### config.mk
export PLATFORM = sky130hd
export DESIGN_NAME = wb_arbiter
export DESIGN_NICKNAME = d
export VERILOG_FILES = /design/src/rtl/wb_arbiter.sv
export SDC_FILE = /design/constraint.sdc
export NUM_CORES = 1
export LEC_CHECK = 0
export ABC_AREA = 1
export BUFFER_PORTS_ARGS = -buffer_cell sky130_fd_sc_hd__buf_2
export CORE_ASPECT_RATIO = 0.8
export CORE_MARGIN = 2
export CORE_UTILIZATION = 45
export CTS_BUF_LIST = sky130_fd_sc_hd__clkbuf_4 sky130_fd_sc_hd__clkbuf_8
export DETAILED_ROUTE_END_ITERATION = 6
export PLACE_DENSITY_LB_ADDON = 0.2
export SLEW_MARGIN = 0
export SYNTH_ARGS = -nofsm -noshare
export SYNTH_HDL_FRONTEND = slang
export SYNTH_SLANG_ARGS = --single-unit
export TNS_END_PERCENT = 30
### constraint.sdc
create_clock -name clock -period 2.7 [get_ports clock]
set_clock_uncertainty 0.15 [all_clocks]
set_input_delay 0.405 -clock clock [delete_from_list [all_inputs] [get_ports clock]]
set_output_delay 0.405 -clock clock [all_outputs]
set_load 0.05 [all_outputs]
### src/rtl/wb_arbiter.sv
`default_nettype none
// ============================================================================
// Module   : wb_arbiter
// Purpose  : Register-file write-port arbiter. ALU writebacks take priority.
//            Multicycle mult/div results are bypassed when the queue is empty
//            and otherwise queued. A starvation monitor asks upstream to
//            stall so that the queue can drain.
// Revision : 1.0 - initial release
// ============================================================================
module wb_arbiter #(
  parameter int FIFO_DEPTH   = 2,
  parameter int STARVE_LIMIT = 4
) (
  input  logic        clock,
  input  logic        ctrl_reset_n,
  input  logic        alu_valid,
  input  logic [4:0]  alu_rd,
  input  logic [31:0] alu_data,
  input  logic        md_valid,
  input  logic [4:0]  md_rd,
  input  logic [31:0] md_data,
  output logic        md_ready,
  output logic        ctrl_writeEnable,
  output logic [4:0]  ctrl_writeReg,
  output logic [31:0] data_writeReg,
  output logic [31:0] busy_mask,
  output logic        stall_req,
  output logic        err_collision
);

  localparam int                 c_ptr_w   = $clog2(FIFO_DEPTH);
  localparam int                 c_cnt_w   = c_ptr_w + 1;
  localparam logic [c_cnt_w-1:0] c_depth   = c_cnt_w'(FIFO_DEPTH);
  localparam logic [c_cnt_w-1:0] c_cnt_one = c_cnt_w'(1);
  localparam logic [c_ptr_w-1:0] c_ptr_one = c_ptr_w'(1);
  localparam logic [3:0]         c_limit   = 4'(STARVE_LIMIT);

  // Queue state
  logic [4:0]            slot_rd_q   [FIFO_DEPTH];
  logic [4:0]            slot_rd_d   [FIFO_DEPTH];
  logic [31:0]           slot_data_q [FIFO_DEPTH];
  logic [31:0]           slot_data_d [FIFO_DEPTH];
  logic [FIFO_DEPTH-1:0] vld_q, vld_d;
  logic [c_ptr_w-1:0]    wr_ptr_q, wr_ptr_d, rd_ptr_q, rd_ptr_d;
  logic [c_cnt_w-1:0]    count_q, count_d;

  // Write port, monitor and flags
  logic        we_q, we_d;
  logic [4:0]  wreg_q, wreg_d;
  logic [31:0] wdata_q, wdata_d;
  logic [31:0] busy_q, busy_d;
  logic [3:0]  starve_q, starve_d;
  logic        stall_q, stall_d;
  logic        err_q, err_d;

  // Per-cycle selection decisions
  logic w_alu_sel, w_md_fire, w_q_empty, w_pop, w_bypass, w_push;

  // Ready depends only on registered occupancy, so it has no path from alu_valid.
  assign md_ready  = (count_q < c_depth);
  assign w_alu_sel = alu_valid && (alu_rd != 5'd0);
  assign w_md_fire = md_valid && md_ready;
  assign w_q_empty = (count_q == '0);
  assign w_pop     = !w_alu_sel && !w_q_empty;
  // Bypass only when nothing is queued, so a bypass never overtakes an older result.
  assign w_bypass  = !w_alu_sel && w_q_empty && w_md_fire && (md_rd != 5'd0);
  assign w_push    = w_md_fire && (md_rd != 5'd0) && !w_bypass;

  // Next queue contents, pointers, occupancy and the busy mask they imply.
  always_comb begin
    slot_rd_d   = slot_rd_q;
    slot_data_d = slot_data_q;
    vld_d       = vld_q;
    wr_ptr_d    = wr_ptr_q;
    rd_ptr_d    = rd_ptr_q;
    count_d     = count_q;
    busy_d      = '0;
    if (w_pop) begin
      vld_d[rd_ptr_q] = 1'b0;
      rd_ptr_d        = rd_ptr_q + c_ptr_one;
    end
    if (w_push) begin
      slot_rd_d[wr_ptr_q]   = md_rd;
      slot_data_d[wr_ptr_q] = md_data;
      vld_d[wr_ptr_q]       = 1'b1;
      wr_ptr_d              = wr_ptr_q + c_ptr_one;
    end
    case ({w_push, w_pop})
      2'b10:   count_d = count_q + c_cnt_one;
      2'b01:   count_d = count_q - c_cnt_one;
      default: count_d = count_q;
    endcase
    for (int i = 0; i < FIFO_DEPTH; i++) begin
      if (vld_d[i]) busy_d[slot_rd_d[i]] = 1'b1;
    end
  end

  // Priority select for the registered write port; idle cycles hold reg/data.
  always_comb begin
    we_d    = 1'b1;
    wreg_d  = wreg_q;
    wdata_d = wdata_q;
    if (w_alu_sel) begin
      wreg_d  = alu_rd;
      wdata_d = alu_data;
    end else if (w_pop) begin
      wreg_d  = slot_rd_q[rd_ptr_q];
      wdata_d = slot_data_q[rd_ptr_q];
    end else if (w_bypass) begin
      wreg_d  = md_rd;
      wdata_d = md_data;
    end else begin
      we_d = 1'b0;
    end
  end

  // Starvation counter, stall request and sticky collision flag.
  always_comb begin
    starve_d = starve_q;
    if (w_q_empty || w_pop) begin
      starve_d = 4'd0;
    end else if (starve_q < c_limit) begin
      starve_d = starve_q + 4'd1;
    end
    stall_d = (starve_d == c_limit);
    err_d   = err_q | (alu_valid & stall_q);
  end

  // Control state and outputs, cleared asynchronously by reset.
  always_ff @(posedge clock or negedge ctrl_reset_n) begin
    if (!ctrl_reset_n) begin
      vld_q    <= '0;
      wr_ptr_q <= '0;
      rd_ptr_q <= '0;
      count_q  <= '0;
      we_q     <= 1'b0;
      wreg_q   <= '0;
      wdata_q  <= '0;
      busy_q   <= '0;
      starve_q <= '0;
      stall_q  <= 1'b0;
      err_q    <= 1'b0;
    end else begin
      vld_q    <= vld_d;
      wr_ptr_q <= wr_ptr_d;
      rd_ptr_q <= rd_ptr_d;
      count_q  <= count_d;
      we_q     <= we_d;
      wreg_q   <= wreg_d;
      wdata_q  <= wdata_d;
      busy_q   <= busy_d;
      starve_q <= starve_d;
      stall_q  <= stall_d;
      err_q    <= err_d;
    end
  end

  // Queue payload storage; validity is tracked separately, so no reset is needed.
  always_ff @(posedge clock) begin
    slot_rd_q   <= slot_rd_d;
    slot_data_q <= slot_data_d;
  end

  assign ctrl_writeEnable = we_q;
  assign ctrl_writeReg    = wreg_q;
  assign data_writeReg    = wdata_q;
  assign busy_mask        = busy_q;
  assign stall_req        = stall_q;
  assign err_collision    = err_q;

endmodule
`default_nettype wire
==> results_dict.tcl, run 1 <==
set metrics [dict create \
    run_status "completed" \
    fp-row-count 40 \
    period_minus_slack_ns 2.11 \
    area_delta_synth_final_pct 25.0 \
    antenna_found_initial 0 \
    vias 5665 \
    yosysWarnings 0 \
    wirelength_mm 17.3 \
    root_buffer "clkbuf_8" \
    antenna_cells 0 \
    cts_tree "done" \
    yosysTopAreaCellShare_pct 30.1 \
    routedWlPerCell_um 15.7 \
    synthFlopType "dfrtp_1" \
    numPortBuffers 150 \
    drv_cap 0 \
    gp_congestion 0.880 \
    hp-class "in2reg" \
    rr_worst_depth 9 \
    via_per_inst 5.15 \
    tns_ns 0 \
    post-route-drc-count 0 \
    critPathMaxFanout 9 \
    grtUsageMet1_pct 30.6 \
    worst_setup_path_end_kind "flip-flop" \
    grt_use_met2_pct 37.3 \
    post-cts-setup-buffers 0 \
    async_reset_ff_share_pct 52.6 \
    final_util_pct 57.2 \
    synth_largest_area_cell "dfrtp_1" \
    syn_area_per_cell_um2 9.55 \
    start_util_pct 45.7 \
    setup_viol 0 \
    synth_enable_flop_cells 64 \
    hold_buffers 33 \
    syn-instance-count 714 \
    post_cts_resized 0 \
    postRouteAntennaNets 0 \
    fmax_ghz 0.475 \
    finalHoldViolCount 0 \
    io_pins 151 \
    p_per_area_nw_per_um2 1090 \
    die_h_um 114 \
    slew_viol_final 0 \
    cts_max_level 4 \
    clkLatencyLatePin_ns 0.46 \
    yosys_register_bits 156 \
    grt_pass1_vias 5604 \
    synth.net_count 794 \
    n_fill_cell 1327 \
    dieArea_um2 16200 \
    die_w_um 142 \
    grt_pass1_wl_mm 28.4 \
    drive_gt1_share_pct 26.7 \
    layout.nets 977 \
    worstPathRequired_ns 2.94 \
    rsz0062_at_grt "no" \
    drt_iter0_markers 403 \
    seqCellArea_um2 4170 \
    busiest_layer "met2" \
    cts_buffers 17 \
    core_um2 14900 \
    dpl.hpwl_mm 11.8 \
    clock_path_buffers 2 \
    p_leak_nw 3.99 \
    holdPathStages 3 \
    dr.pass1.iters 6 \
    ir_drop_v 0.000554 \
    arrival_ns 2.35 \
    timing.final.crit_share_pct 78.0 \
    synthTopCellsByArea "dfrtp_1, edfxtp_1, nand2_1" \
    ys_seq_area_share_pct 61.2 \
    cp-start-kind "flip-flop" \
    tightest_slew_ns 0.667 \
    relSlewSlack_pct 55.4 \
    grt_overflow 0 \
    crit_type "reg2reg" \
    synthDistinctLibCells 29 \
    grt_use_met3_pct 4.77 \
    synthesis.area_um2 6820 \
    cts_sinks 156 \
    multi_input_area_um2 2410 \
    path_clk_slew_ns 0.09 \
    grtUsageTotal_pct 22.6 \
    grt_start_max_net_pins 44 \
]
## stage by stage
step / instance area (µm²) / setup WS (ns) / hold WS [ns] / power (W) / std cells
6_report: 8530 / 0.593 / 0.0418 / 0.00927 / 1099
5_1_grt: 8530 / 0.391 / 0.0170 / 0.00983 / 1099
4_1_cts: 8530 / 0.587 / 0.0157 / 0.00931 / 1099
3_5_place_dp: 7810 / 0.472 / 0.277 / 0.00754 / 1034
3_3_place_gp: 7810 / 0.553 / 0.265 / 0.00744 / 1034
2_1_floorplan: 6820 / 0.691 / -0.0406 / 0.00646 / 714
## worst max-delay path: stages, from the launching register on
cell and delay [ns]:
dfrtp_1 0.44, nor2_4 0.30, inv_2 0.13, nand3_1 0.21
nand2_1 0.09, nand2_2 0.12, nand3_1 0.10, nor2_2 0.32
nand2_1 0.10, nand2_1 0.08
## state kept, by name (all words and copies together) (netlist names)
register          cells
wr_ptr_q              1
slot_data_q          64
rd_ptr_q              1
count_q               2
starve_q              4
slot_rd_q            10
err_collision         1
stall_req             1
ctrl_writeReg         5
busy_mask            32
vld_q                 2
data_writeReg        32
ctrl_writeEnable      1
## synth_stat cells (all sizes together), types with 2 or more instances
library cell and instances:
or2 2, o21ai 6, a21oi 41, dfrtp 82, nand2 309, xnor2 2, o211ai 37, inv 24
clkbuf 10, nor3 2, ha 2, nand3 53, nor2 40, dfxtp 10, nand3b 8, buf 19
edfxtp 64
## area by class of cell
type / instances / area share [%]
multi-input cells: 505 / 28.3
flip-flops and latches: 156 / 48.9
clock inverters: 11 / 1.42
clock buffers: 21 / 3.17
inverters: 24 / 1.09
repair buffers: 193 / 14.3
well taps: 189 / 2.77
## placed cells by master (no fill, tap or decap)
cell type,netlist,routed
nand2_1,294,294
buf_2,15,149
dfrtp_1,82,82
edfxtp_1,64,64
nand3_1,52,51
a21oi_1,41,41
o211ai_1,37,37
dlygate4sd3_1,0,33
clkbuf_8,0,18
inv_1,17,17
nor2_2,17,17
nor2_1,14,14
nand2_2,11,11
dfxtp_1,10,10
nor2_4,9,9
nand3b_1,8,8
inv_2,6,6
o21ai_0,6,6
buf_4,3,6
buf_12,0,5
nand2_4,4,4
clkinvlp_4,0,4
clkbuf_4,0,3
nand3_2,1,2
nor3_1,2,2
xnor2_1,2,2
or2_2,2,2
ha_1,2,2
clkinv_2,0,2
clkinv_4,0,2
bufinv_16,0,2
inv_4,1,1
nor4_1,1,1
a21o_1,1,1
xor2_1,1,1
clkinv_1,0,1
## kinds of logic (layout without fill, tap and decap cells)
group	Yosys count	after routing	synth area share (%)
AND/OR/NAND/NOR	415	415	26.9
flip-flops	156	156	61.2
AO/OA/AOI/OAI	85	85	7.63
buffers and inverters	53	249	3.50
XOR/XNOR	3	3	0.385
adder cells (fa/ha/maj)	2	2	0.367
## power by group
| group | total (W) | internal (W) | switching [W] |
|---|---|---|---|
| logic | 0.00413 | 0.00102 | 0.00310 |
| clock network | 0.00172 | 0.000871 | 0.000853 |
| registers | 0.00342 | 0.00311 | 0.000311 |
| total | 0.00927 | 0.00501 | 0.00427 |
## metal layers
metal  wire length [µm]  vias to the layer above
li1                   -                     2741
met1               7930                     2713
met2               8120                      192
met3               1000                       19
met4                236                        0
met5                  0                        -
## final timing paths
kind	startpoint	end	slack, ns
max	count_q[0]$_DFFE_PN0P_	busy_mask[8]$_DFF_PN0_	0.59
min	alu_data[24]	data_writeReg[24]$_DFFE_PN0P_	0.04
max reg2reg	count_q[0]$_DFFE_PN0P_	busy_mask[8]$_DFF_PN0_	0.59
min reg2reg	err_collision$_DFF_PN0_	err_collision$_DFF_PN0_	0.32
max in group asynchronous	ctrl_reset_n	data_writeReg[23]$_DFFE_PN0P_	1.45
min in group asynchronous	ctrl_reset_n	busy_mask[21]$_DFF_PN0_	0.32
Power figures use the tool's default switching activity.
==> run 2, diff against run 1 <==
==> constraint.sdc (replaced) <==
create_clock -name clock -period 1.7 [get_ports clock]
set_clock_uncertainty 0.15 [all_clocks]
set_input_delay 0.255 -clock clock [delete_from_list [all_inputs] [get_ports clock]]
set_output_delay 0.255 -clock clock [all_outputs]
set_load 0.05 [all_outputs]
==> run 2 against run 1 <==
Net effect: the flow now finishes with violations (negative setup slack); critical endpoint is now data_writeReg[11]$_DFFE_PN0P_; total power up 89%; count of clock-buffer cells in the layout down 2; first-iteration DRC count up 32%; combinational power up 120%; setup slack worse by 0.75 ns; die area unchanged; highest routed layer unchanged; global-route usage up 1.7 points; largest power group unchanged.
==> results_dict.tcl, run 2 (synthesized netlist as in run 1, its figures left out) <==
set metrics [dict create \
    grt_pass1_vias 6290 \
    clkLatencyLatePin_ns 0.46 \
    worstPathRequired_ns 1.89 \
    arrival_ns 2.05 \
    rsz0062_at_grt "yes" \
    path_clk_slew_ns 0.08 \
    antenna_found_initial 1 \
    grt_pass1_wl_mm 30.7 \
    grt_overflow 0 \
    critPathMaxFanout 7 \
    dr.pass1.iters 5 \
    final_cell_mix "nand2_1, buf_2, dfrtp_1" \
    switching_share_pct 45.6 \
    numPortBuffers 150 \
    largest_reg_flops 64 \
    cts_tree "done" \
    sequentialPowerShare_pct 31.2 \
    final_util_pct 67.8 \
    die_h_um 114 \
    wirelength_mm 20.6 \
    p_int_w 0.00953 \
    grt_start_max_net_pins 33 \
    postPlaceCellArea_um2 8150 \
    cts_max_level 4 \
    area_delta_synth_final_pct 48.2 \
    hp-class "in2async" \
    finalInstanceArea_um2 10100 \
    top_register "slot_data_q" \
    root_buffer "clkbuf_8" \
    fp-row-count 40 \
    timing.final.crit_share_pct 109 \
    setup_viol 134 \
    drv_cap 0 \
    grt_use_met3_pct 6.44 \
    via_per_inst 5.27 \
    p_total_w 0.0175 \
    seqCellArea_um2 4180 \
    slew_viol_final 0 \
    io_pins 151 \
    layout.nets 1069 \
    violations "negative setup slack" \
    p_per_area_nw_per_um2 1730 \
    finalHoldViolCount 0 \
    final_common_cell "nand2_1" \
    p_leak_nw 4.66 \
    routedWlPerCell_um 17.3 \
    die_w_um 142 \
    grt_use_met2_pct 39.5 \
    ir_drop_v 0.000957 \
    comb_power_share_pct 51.3 \
    busiest_layer "met2" \
    worst_setup_path_end_kind "flip-flop" \
    n_fill_cell 1109 \
    period_minus_slack_ns 1.86 \
    fmax_ghz 0.538 \
    setup_ws_ns -0.159 \
    grtUsageMet1_pct 32.4 \
    cts_buffers 17 \
    pwr-share-clk_pct 17.6 \
    p_sw_w 0.00800 \
    gp_congestion 0.884 \
    run_status "finished, violations left" \
    crit_type "reg2reg" \
    drt_iter0_markers 532 \
    dieArea_um2 16200 \
    grtUsageTotal_pct 24.3 \
    cts_sinks 156 \
    vias 6287 \
    dpl.hpwl_mm 12.4 \
    cp-start-kind "flip-flop" \
    core_um2 14900 \
    start_util_pct 45.7 \
    relSlewSlack_pct 70.0 \
    drive_gt1_share_pct 34.8 \
    clock_path_buffers 2 \
    postRouteAntennaNets 0 \
    post-route-drc-count 0 \
    multi_input_area_um2 2870 \
    tightest_slew_ns 0.450 \
]
==> run 2: metrics by stage <==
stage               instances  worst slack (ns)  setup TNS [ns]  hold slack, ns
finish                   1192            -0.159          -12.48           0.132
global route             1192            -0.239          -22.21           0.130
CTS                      1176            -0.166           -9.89           0.124
detailed placement       1069            -0.300          -24.63          0.0751
global placement         1069            -0.267          -21.84          0.0642
floorplan                 714           -0.0486           -3.11          -0.191
==> run 2: worst paths after layout <==
check,start,endpoint,slack (ns),cells past startpoint
setup / recovery,count_q[1]$_DFFE_PN0P_,data_writeReg[11]$_DFFE_PN0P_,-0.16,8
hold / removal,ctrl_reset_n,ctrl_writeReg[3]$_DFFE_PN0P_,0.13,2
setup reg to reg,count_q[1]$_DFFE_PN0P_,data_writeReg[11]$_DFFE_PN0P_,-0.16,8
hold reg to reg,err_collision$_DFF_PN0_,err_collision$_DFF_PN0_,0.32,1
max in group asynchronous,ctrl_reset_n,busy_mask[11]$_DFF_PN0_,0.76,3
min in group clock,alu_rd[4],ctrl_writeReg[4]$_DFFE_PN0P_,0.14,6
==> run 2: metal layers <==
| metal | vias to the layer above | share of wire [%] |
|---|---|---|
| met1 | 3055 | 42 |
| met3 | 26 | 7.4 |
| met4 | 0 | 1.3 |
| met5 | - | 0 |
| met2 | 271 | 49 |
| li1 | 2935 | - |
==> run 2: what timing repair did <==
| item | in CTS | in global routing |
|---|---|---|
| setup endpoints to repair | 131 | 135 |
| pin swaps | 54 | 44 |
| gates cloned | 2 | 5 |
| buffers inserted | 3 | 10 |
| hold buffers | 70 | 0 |
| hold endpoints to repair | 183 | 0 |
| resized for setup | 51 | 86 |
==> run 2: power by group through the flow <==
stage          registers [W]  logic [W]  clock network, W
4_1_cts              0.00540    0.00771           0.00313
6_report             0.00547    0.00899           0.00308
3_5_place_dp         0.00546    0.00702                 0
2_1_floorplan        0.00726    0.00304                 0
5_1_grt              0.00557    0.00954           0.00330
3_3_place_gp         0.00542    0.00688                 0
==> run 2: layout make-up <==
| class | instances | share of cell area [%] |
|---|---|---|
| diodes | 1 | 0.0248 |
| clock inverters | 13 | 1.84 |
| multi-input cells | 506 | 28.4 |
| clock buffers | 19 | 2.46 |
| repair buffers | 284 | 22.5 |
| inverters | 24 | 1.19 |
| flip-flops and latches | 156 | 41.3 |
| well taps | 189 | 2.34 |
==> run 2: worst max-delay path, cell delays in order (launching register included) <==
cell	delay [ns]
dfrtp_2	0.45
nor2_4	0.18
buf_4	0.13
buf_4	0.12
buf_12	0.10
nand3_4	0.18
clkbuf_16	0.25
o211ai_1	0.10
nand2_1	0.08
